==> config.mk <==
export PLATFORM = sky130hd
export DESIGN_NAME = db_to_linear
export DESIGN_NICKNAME = d
export VERILOG_FILES = /design/src/rtl/db_pkg.sv /design/src/rtl/db_to_linear_exp2.sv /design/src/rtl/db_to_linear.sv
export SDC_FILE = /design/constraint.sdc
export NUM_CORES = 2
export LEC_CHECK = 0
export ABC_AREA = 1
export CORE_UTILIZATION = 35
export CTS_BUF_LIST = sky130_fd_sc_hd__clkbuf_2 sky130_fd_sc_hd__clkbuf_4 sky130_fd_sc_hd__clkbuf_8
export DETAILED_ROUTE_END_ITERATION = 10
export GPL_TIMING_DRIVEN = 0
export MAX_ROUTING_LAYER = met4
export SLEW_MARGIN = 20
export SYNTH_ARGS = -nofsm -noshare
export SYNTH_HDL_FRONTEND = slang
export SYNTH_HIERARCHICAL = 1
export SYNTH_SLANG_ARGS = --single-unit
==> constraint.sdc <==
create_clock -name clk -period 9.1 [get_ports clk]
set_clock_uncertainty 0.15 [all_clocks]
set_input_delay 1.365 -clock clk [delete_from_list [all_inputs] [get_ports clk]]
set_output_delay 1.365 -clock clk [all_outputs]
set_load 0.005 [all_outputs]
==> src/rtl/db_pkg.sv <==
// Shared formats, constants and state encoding for the dB-to-linear converter.
// Also builds the 2^(2^-i) coefficient table at elaboration time.
package db_pkg;

  localparam int INT_W    = 8;
  localparam int FRAC_W   = 24;
  localparam int ACC_FRAC = 30;
  localparam int ACC_W    = 32;

  localparam logic [23:0] K_LOG2_10_DIV10 = 24'd5573271;
  localparam logic [31:0] SAT_VAL         = 32'hFFFF_FFFF;
  localparam logic [31:0] ACC_ONE         = 32'h4000_0000;

  typedef enum logic [2:0] {
    IDLE,
    SCALE,
    EXP,
    NORM,
    DONE
  } state_e;

  typedef logic [FRAC_W:1][ACC_W-1:0] c_lut_t;

  function automatic logic [63:0] sqrt_round(input logic [63:0] x);
    logic [63:0] rem;
    logic [63:0] res;
    logic [63:0] b;
    rem = x;
    res = 64'd0;
    for (int k = 31; k >= 0; k--) begin
      b = 64'd1 << (2 * k);
      if (rem >= res + b) begin
        rem = rem - (res + b);
        res = (res >> 1) + b;
      end else begin
        res = res >> 1;
      end
    end
    // rem now holds x - res^2; round half-up against (res + 0.5)^2.
    if (rem > res) res = res + 64'd1;
    return res;
  endfunction

  // C[i] = round(2^(2^-i) * 2^30), obtained by repeated square roots of 2.0.
  function automatic c_lut_t gen_c_lut();
    c_lut_t      lut;
    logic [63:0] prev;
    prev = 64'd1 << 31;
    for (int i = 1; i <= FRAC_W; i++) begin
      prev   = sqrt_round(prev << ACC_FRAC);
      lut[i] = prev[ACC_W-1:0];
    end
    return lut;
  endfunction

  localparam c_lut_t C_LUT = gen_c_lut();

endpackage

==> src/rtl/db_to_linear_exp2.sv <==
// Iterative 2^f evaluator: multiplies a Q2.30 accumulator by 2^(2^-i) for each
// set fraction bit, MSB first, one bit per cycle.
module exp2_frac_iter
  import db_pkg::*;
#(
  parameter int FRAC_ITERS = 16
) (
  input  logic              clk,
  input  logic              rst,
  input  logic              start_i,
  input  logic [FRAC_W-1:0] f_i,
  output logic              done_o,
  output logic [ACC_W-1:0]  acc_o
);

  logic [ACC_W-1:0]  acc_q, acc_d;
  logic [FRAC_W-1:0] f_q, f_d;
  logic [4:0]        idx_q, idx_d;
  logic              run_q, run_d;
  logic [ACC_W-1:0]  coef;
  logic [ACC_W-1:0]  acc_step;

  assign coef     = C_LUT[idx_q];
  assign acc_step = ACC_W'(((64'(acc_q) * 64'(coef)) + (64'd1 << (ACC_FRAC - 1))) >> ACC_FRAC);
  assign done_o   = run_q && (idx_q == 5'(FRAC_ITERS));
  assign acc_o    = acc_q;

  always_comb begin
    acc_d = acc_q;
    f_d   = f_q;
    idx_d = idx_q;
    run_d = run_q;
    if (start_i) begin
      acc_d = ACC_ONE;
      f_d   = f_i;
      idx_d = 5'd1;
      run_d = 1'b1;
    end else if (run_q) begin
      // The fraction is shifted so its current bit is always the MSB.
      if (f_q[FRAC_W-1]) acc_d = acc_step;
      f_d   = f_q << 1;
      idx_d = idx_q + 5'd1;
      if (done_o) run_d = 1'b0;
    end
  end

  always_ff @(posedge clk) begin
    if (rst) begin
      acc_q <= '0;
      f_q   <= '0;
      idx_q <= '0;
      run_q <= 1'b0;
    end else begin
      acc_q <= acc_d;
      f_q   <= f_d;
      idx_q <= idx_d;
      run_q <= run_d;
    end
  end

endmodule

==> src/rtl/db_to_linear.sv <==
// Converts a Q8.24 dB value to integer linear power round(10^(y/10)) via
// 2^(y*log2(10)/10): scale, iterative 2^frac, then shift by the integer part.
module db_to_linear
  import db_pkg::*;
#(
  parameter int WIDTH      = 32,
  parameter int FRAC_ITERS = 16
) (
  input  logic             clk,
  input  logic             rst,
  input  logic [WIDTH-1:0] db_in,
  input  logic             enable_in,
  output logic             busy,
  output logic             valid_out,
  output logic [WIDTH-1:0] lin_out
);

  localparam int P_W = WIDTH + FRAC_W;

  state_e           state_q, state_d;
  logic [WIDTH-1:0] db_q, db_d;
  logic [INT_W-1:0] n_q, n_d;
  logic             busy_q, busy_d;
  logic             valid_q, valid_d;
  logic [WIDTH-1:0] lin_q, lin_d;

  logic [P_W-1:0]   p_scaled;
  logic [WIDTH-1:0] t_scaled;
  logic             exp_start;
  logic             exp_done;
  logic [ACC_W-1:0] exp_acc;

  function automatic logic [WIDTH-1:0] norm_sat(input logic [ACC_W-1:0] acc,
                                                input logic [INT_W-1:0] n);
    logic [63:0] r;
    if (n >= INT_W'(32)) return SAT_VAL;
    r = (64'(acc) << n[4:0]) + (64'd1 << (ACC_FRAC - 1));
    r = r >> ACC_FRAC;
    if (r[63:32] != 32'd0) return SAT_VAL;
    return r[31:0];
  endfunction

  // t = y * log2(10)/10 in Q8.24; integer part n, fraction f.
  assign p_scaled = P_W'(db_q) * P_W'(K_LOG2_10_DIV10);
  assign t_scaled = WIDTH'(p_scaled >> FRAC_W);

  exp2_frac_iter #(
    .FRAC_ITERS(FRAC_ITERS)
  ) u_exp2 (
    .clk    (clk),
    .rst    (rst),
    .start_i(exp_start),
    .f_i    (t_scaled[FRAC_W-1:0]),
    .done_o (exp_done),
    .acc_o  (exp_acc)
  );

  always_comb begin
    state_d   = state_q;
    db_d      = db_q;
    n_d       = n_q;
    lin_d     = lin_q;
    valid_d   = 1'b0;
    exp_start = 1'b0;
    case (state_q)
      IDLE, DONE: begin
        if (enable_in) begin
          db_d    = db_in;
          state_d = SCALE;
        end else begin
          state_d = IDLE;
        end
      end
      SCALE: begin
        n_d       = t_scaled[FRAC_W +: INT_W];
        exp_start = 1'b1;
        state_d   = EXP;
      end
      EXP: begin
        if (exp_done) state_d = NORM;
      end
      NORM: begin
        lin_d   = norm_sat(exp_acc, n_q);
        valid_d = 1'b1;
        state_d = DONE;
      end
      default: state_d = IDLE;
    endcase
    busy_d = (state_d == SCALE) || (state_d == EXP) || (state_d == NORM);
  end

  always_ff @(posedge clk) begin
    if (rst) begin
      state_q <= IDLE;
      db_q    <= '0;
      n_q     <= '0;
      busy_q  <= 1'b0;
      valid_q <= 1'b0;
      lin_q   <= '0;
    end else begin
      state_q <= state_d;
      db_q    <= db_d;
      n_q     <= n_d;
      busy_q  <= busy_d;
      valid_q <= valid_d;
      lin_q   <= lin_d;
    end
  end

  assign busy      = busy_q;
  assign valid_out = valid_q;
  assign lin_out   = lin_q;

endmodule

* Word-level counts from Yosys, hierarchy flattened *
Memories as Yosys holds them, arrays and structs flattened.
Index checks and enable logic that the tools add are counted.

storage, ports and cells
  bits in registers = 138
  latch bits = 0
  RAM bits = 0
  bits in read-only memories = 1024
  bits of input ports = 35
  output and inout bits = 34
  word-level logic and storage cells = 66
  memories kept = 1

operators by class
  add/sub/neg operators = 3
  multipliers = 2
  div/mod/pow operators = 0
  magnitude comparators = 2
  equal/unequal tests = 8
  shift operators = 1
  multiplexer cells = 25
  bitwise operators = 0
  reductions and logical operators = 12

memories
  name             words  bits a word  read ports  clocked after Yosys merged registers in  wr ports  line                     text
  (no name shown)  32     32           1           0                                        0         db_to_linear_exp2.sv:23  assign coef = C_LUT[idx_q];

operators with widths
  cell                                                                    number
  32-bit 2-to-1 mux                                                       5
  31-bit 2-to-1 mux                                                       3
  64-bit by 30-bit adder with 64-bit output (second input constant)       1
  32-bit by 5-bit << shifter with 64-bit output                           1
  62-bit by 30-bit adder with 62-bit output (second input constant)       1
  32-bit by 32-bit multiplier with 62-bit output                          1
  32-bit by 23-bit multiplier with 55-bit output (second input constant)  1
  24-bit 2-to-1 mux                                                       2
  32-bit nonzero test                                                     1
  1-bit 2-to-1 mux                                                        13
  3-bit by 2-bit equality test with 1-bit output (second input constant)  4
  3-bit case mux with 4 select lines                                      1
  7-bit by 6-bit >= comparator with 1-bit output (second input constant)  1
  3-bit by 1-bit equality test with 1-bit output (second input constant)  2
  5-bit by 6-bit < comparator with 1-bit output (second input constant)   1
  2-bit AND reduction                                                     3
  5-bit by 1-bit adder with 5-bit output (second input constant)          1
  5-bit equality test (second input constant)                             1
  2-bit nonzero test                                                      2
  2-bit OR reduction                                                      2
  3-bit equality test (second input constant)                             1
  3-bit logical NOT                                                       1
  3-bit 2-to-1 mux                                                        1
  1-bit logical OR                                                        2
  1-bit logical AND                                                       1

* Longest topological paths before layout *
  depth in word-level cells = 8
  gate-level depth with buffers = 41

* Modules after synthesis *
The synthesis kept the hierarchy.

by module, submodules not included
  module          instances  cells an instance  area each (µm²)  seq. area each (µm²)
  exp2_frac_iter  1          4347               34545.6          1241.2
  db_to_linear    1          2307               17304.1          1521.5

* Worst setup path after synthesis *
Ideal clock, no wire load.

  path type = reg2reg
  start = register u_exp2.idx_q[0]
  end = register u_exp2.acc_q[26] (netlist: u_exp2/acc_o[26])
  arrival time = 7.549 ns
  slack = 1.287 ns
  cell stages (with the launch flop) = 39
  clock period less this slack = 7.813 ns
  cells stage by stage = dfxtp_1 -> inv_1 -> ha_1 -> nor2_1 -> nor2_1 -> o21ai_0 -> o211ai_1 -> nand2_1 -> inv_2 -> clkbuf_1 -> nor2_1 -> fa_1 -> fa_1 -> fa_1 -> inv_1 -> fa_1 -> inv_1 -> fa_1 -> [... 3 more ...] -> fa_1 -> inv_1 -> fa_1 -> inv_1 -> ha_1 -> nand2_1 -> nor2_1 -> inv_1 -> nor2_1 -> inv_1 -> nor4_1 -> nand3_1 -> nand2_1 -> nand2_1 -> nand2_1 -> xor2_1 -> o21bai_1 -> inv_1

on the way
  longest elaborated chain between the ends = 4

ends and longest elaborated chain
  element                                         line                     text
  start, declared                                 db_to_linear_exp2.sv:18  logic [4:0] idx_q, idx_d;
  start signal, assigned                          db_to_linear_exp2.sv:56  idx_q <= idx_d;
  memory 32 x 32 bit                              n/a
  32-bit 2-to-1 mux (not written as such)         db_to_linear_exp2.sv:23
  32-bit by 32-bit multiplier with 62-bit output  db_to_linear_exp2.sv:24  assign acc_step = ACC_W'(((64'(acc_q) * 64'(coef)) + (64'd1 << (ACC_FRAC - 1))) >> ACC_FRAC);
  62-bit by 30-bit adder with 62-bit output       db_to_linear_exp2.sv:24
  end signal, assigned                            db_to_linear_exp2.sv:49  acc_q <= '0;
  end signal, assigned                            db_to_linear_exp2.sv:54  acc_q <= acc_d;
  end, declared                                   db_to_linear_exp2.sv:16  logic [ACC_W-1:0] acc_q, acc_d;

No other way between the ends. The select of a mux whose other input is x is not followed.
A chain may end at the register's enable or synchronous reset.

* Final worst setup path *
  start = register u_exp2.acc_q[21] (netlist: u_exp2/acc_o[21])
  end = register u_exp2.acc_q[30] (netlist: u_exp2/acc_o[30])

on the way
  longest elaborated chain between the ends = 5

ends and longest elaborated chain
  element                                         line                     text
  32-bit by 32-bit multiplier with 62-bit output  db_to_linear_exp2.sv:24
  62-bit by 30-bit adder with 62-bit output       db_to_linear_exp2.sv:24
  31-bit 2-to-1 mux                               db_to_linear_exp2.sv:40  if (f_q[FRAC_W-1]) acc_d = acc_step;
  31-bit 2-to-1 mux                               db_to_linear_exp2.sv:38  end else if (run_q) begin
  31-bit 2-to-1 mux                               db_to_linear_exp2.sv:33  if (start_i) begin

No other way between the ends. The select of a mux whose other input is x is not followed.

==> flow_summary.json <==
{
  "fin_ws_ps": 62.9,
  "synth_top_area_share_pct": 41.4,
  "p_leak_nw": 29.1,
  "antenna_left": 0,
  "crit_start": "u_exp2/acc_o[21]",
  "drive_above_1_share_pct": 5.86,
  "end_kind": "flop",
  "outcome": "finished clean",
  "die-area_um2": 150000,
  "power_switching_mw": 5.90,
  "cellPowerDensity_nw_per_um2": 173,
  "hp-class": "flop to flop",
  "cts_buffers": 17,
  "setup_tns_ps": 0,
  "hp-start": "u_exp2/f_q[0]",
  "cts_tree": "done",
  "p_int_mw": 3.85,
  "synth_common_cells": "inv_1 (1672), fa_1 (1072), nand2_1 (1070), nor2_1 (784), ha_1 (550)",
  "ff_latch_area_um2": 2780,
  "yosysUniqueCellTypes": 59,
  "synth_warnings": 6,
  "crit_path_start_kind": "flop",
  "syn_area_um2": 51800,
  "clock_path_buffers": 2,
  "async_flop_share_pct": 0,
  "met2_usage_pct": 44.3,
  "vias": 45527,
  "grt_use_total_pct": 29.7,
  "grt_pass1_wl_mm": 315,
  "synth_fp_nets": 8311,
  "cp_max_fo": 10,
  "dp_hpwl_mm": 180,
  "grt_pass1_vias": 46839,
  "multi_input_area_um2": 42100,
  "peakVddDrop_uv": 305,
  "syn_avg_cell_area_um2": 7.79,
  "worst_pin_slew_ps": 1280,
  "initial_core_util_pct": 35.4,
  "fp-row-count": 140,
  "use_met3_pct": 7.17,
  "fin_crit_ps": 9040,
  "wl_mm": 214,
  "synth_most_common_cell": "inv_1",
  "portBuffers": 68,
  "busiest_layer": "met2",
  "cts_max_level": 4,
  "nets": 8422,
  "r2r_cells": 26,
  "r2r_setup_slack_ps": 60,
  "cp.arrival_ps": 9420,
  "pwr-share-comb_pct": 86.4,
  "io_pins": 69,
  "drc": 0,
  "drv_cap": 0,
  "area_growth_pct": 8.62,
  "wire_per_inst_um": 24.6,
  "antenna_found_initial": 7,
  "p_clk_share_pct": 6.1,
  "synth_ff_type": "dfxtp_1",
  "hold_violations": 0,
  "slew_violations": 0,
  "ys_ff_latch": 138,
  "viasPerCell": 5.23,
  "fillers": 15430,
  "slew_headroom_pct": 14.9,
  "cp.required_ps": 9480,
  "die_width_um": 387,
  "grt_setup_unrepaired": "true",
  "synth_edf_count": 0,
  "fin_hold_ws_ps": 316,
  "cp-endpoint": "u_exp2/acc_o[30]",
  "fp.dieH_um": 387,
  "synthTopCellsByArea": "fa_1 (41%), ha_1 (13%), inv_1 (12%)",
  "swShare_pct": 60.5,
  "gp_congestion": 1.06,
  "reg2reg_to": "u_exp2/acc_o[30]",
  "worstSetupPathType": "flop to flop",
  "root_buffer": "clkbuf_8",
  "fin_crit_sh_pct": 99.3,
  "globalRouteOverflowTotal": 0,
  "clkTransAtPathRegs_ps": 100,
  "dp_slack_ps": -1910,
  "clock_sink_count": 138,
  "max_freq_mhz": 111,
  "coreArea_um2": 146000,
  "ys_seq_area_share_pct": 5.33,
  "r2r-start": "u_exp2/acc_o[21]",
  "post-route-util_pct": 38.5,
  "first_pass_iters": 6,
  "grt_max_degree": 20,
  "synth_top_area_cell": "fa_1",
  "finalPower_mw": 9.75,
  "seq_power_share_pct": 7.5,
  "drt_iter0_drc": 4650,
  "setup_viol": 0,
  "syn_inst": 6654,
  "clock_latency_ps": 600,
  "globalRouteMet1Util_pct": 38.7
}
[power groups by stage]
stage | logic (mW) | clock network [mW] | registers [mW]
6_report | 8.42 | 0.590 | 0.733
5_1_grt | 9.46 | 0.627 | 0.738
4_1_cts | 8.43 | 0.611 | 0.732
3_5_place_dp | 8.32 | 0 | 0.745
3_3_place_gp | 8.31 | 0 | 0.745
2_1_floorplan | 5.73 | 0 | 0.709
[critical path, stage by stage, from the launching register on]
cell      delay, ps
dfxtp_1         400
clkbuf_2        390
inv_1           390
clkbuf_1        850
nor2_1          170
fa_1            600
fa_1            540
inv_1            60
fa_1            470
fa_1            550
inv_1            50
fa_1            480
fa_1            590
fa_1            480
fa_2            660
ha_1            310
a21oi_2         260
o21ai_0         230
a21oi_1         310
o21ai_0         140
inv_1            70
nand2_1         140
nand2_1         210
nand2_1          80
nand2_1          80
nand3_2         130
a21oi_2         160
[layout make-up]
class,instances,area share (%)
plain buffers,223,2.08
clock inverters,14,0.309
clock buffers,18,0.429
diodes,8,0.0355
multi-input cells,4582,74.8
repair buffers,98,1.64
inverters,1705,11.5
well taps,1917,4.26
flip-flops and latches,138,4.94
[what timing repair did]
action | 4_1_cts | 5_1_grt
pin swaps | 6 | 10
endpoints found under the setup margin | 32 | 29
resized for setup | 164 | 161
buffers inserted | 16 | 12
hold buffers | 0 | 0
[flip-flops by register name, indices dropped and copies added (netlist names)]
name	count
lin_out	32
state_q	3
u_exp2/acc_o	32
u_exp2/run_q	1
valid_out	1
u_exp2/idx_q	5
u_exp2/f_q	24
db_q	32
busy	1
n_q	7
[per-stage QoR]
step | instances | instance area (um2)
final | 8703 | 56300
after CTS | 8686 | 55900
after global placement | 8639 | 54900
after floorplan | 6654 | 51800
after detailed placement | 8640 | 55000
after global routing | 8700 | 56300
[metal layers]
metal | part of all wire (%) | up-vias | routed length, um
met3 | 9.8 | 463 | 21000
met5 | 0 | - | 0
li1 | - | 20061 | -
met1 | 41 | 22855 | 88700
met2 | 44 | 2148 | 93500
met4 | 4.9 | 0 | 10400
[cells by family after synthesis]
logic type,share of synthesized area (%)
adders and majority gates,54.7
buffers and inverters,14.3
xor gates and xnor gates,0.861
AOI/OAI and AO/OA,6.39
DFF,5.33
and+or+nand+nor,18.5
[cells in the final DEF (no fill, tap or decap), types with 22 or more instances in the layout]
cell type,Yosys,final
clkbuf_1,177,93
fa_1,1072,1061
nor2_2,8,22
buf_4,3,37
nor3_1,23,22
nor2_1,784,766
o211ai_1,27,27
xor2_1,31,30
nand2_1,1070,1057
nand3_1,316,307
nand2_2,38,47
ha_1,550,546
a21oi_1,233,215
clkbuf_2,0,48
buf_2,29,30
nand4_1,32,32
dfxtp_1,138,125
clkdlybuf4s50_1,0,68
inv_1,1672,1665
o21ai_0,207,190
[worst min-delay path by stage]
stage	endpoint	cells past startpoint	slack, ps
floorplan	u_exp2/f_q[0]	2	280
detailed placement	u_exp2/f_q[0]	2	300
CTS	u_exp2/f_q[0]	2	320
global route	u_exp2/f_q[0]	2	370
finish	u_exp2/f_q[0]	2	320
global placement	u_exp2/f_q[0]	2	300
(Power assumes the default switching activity.)
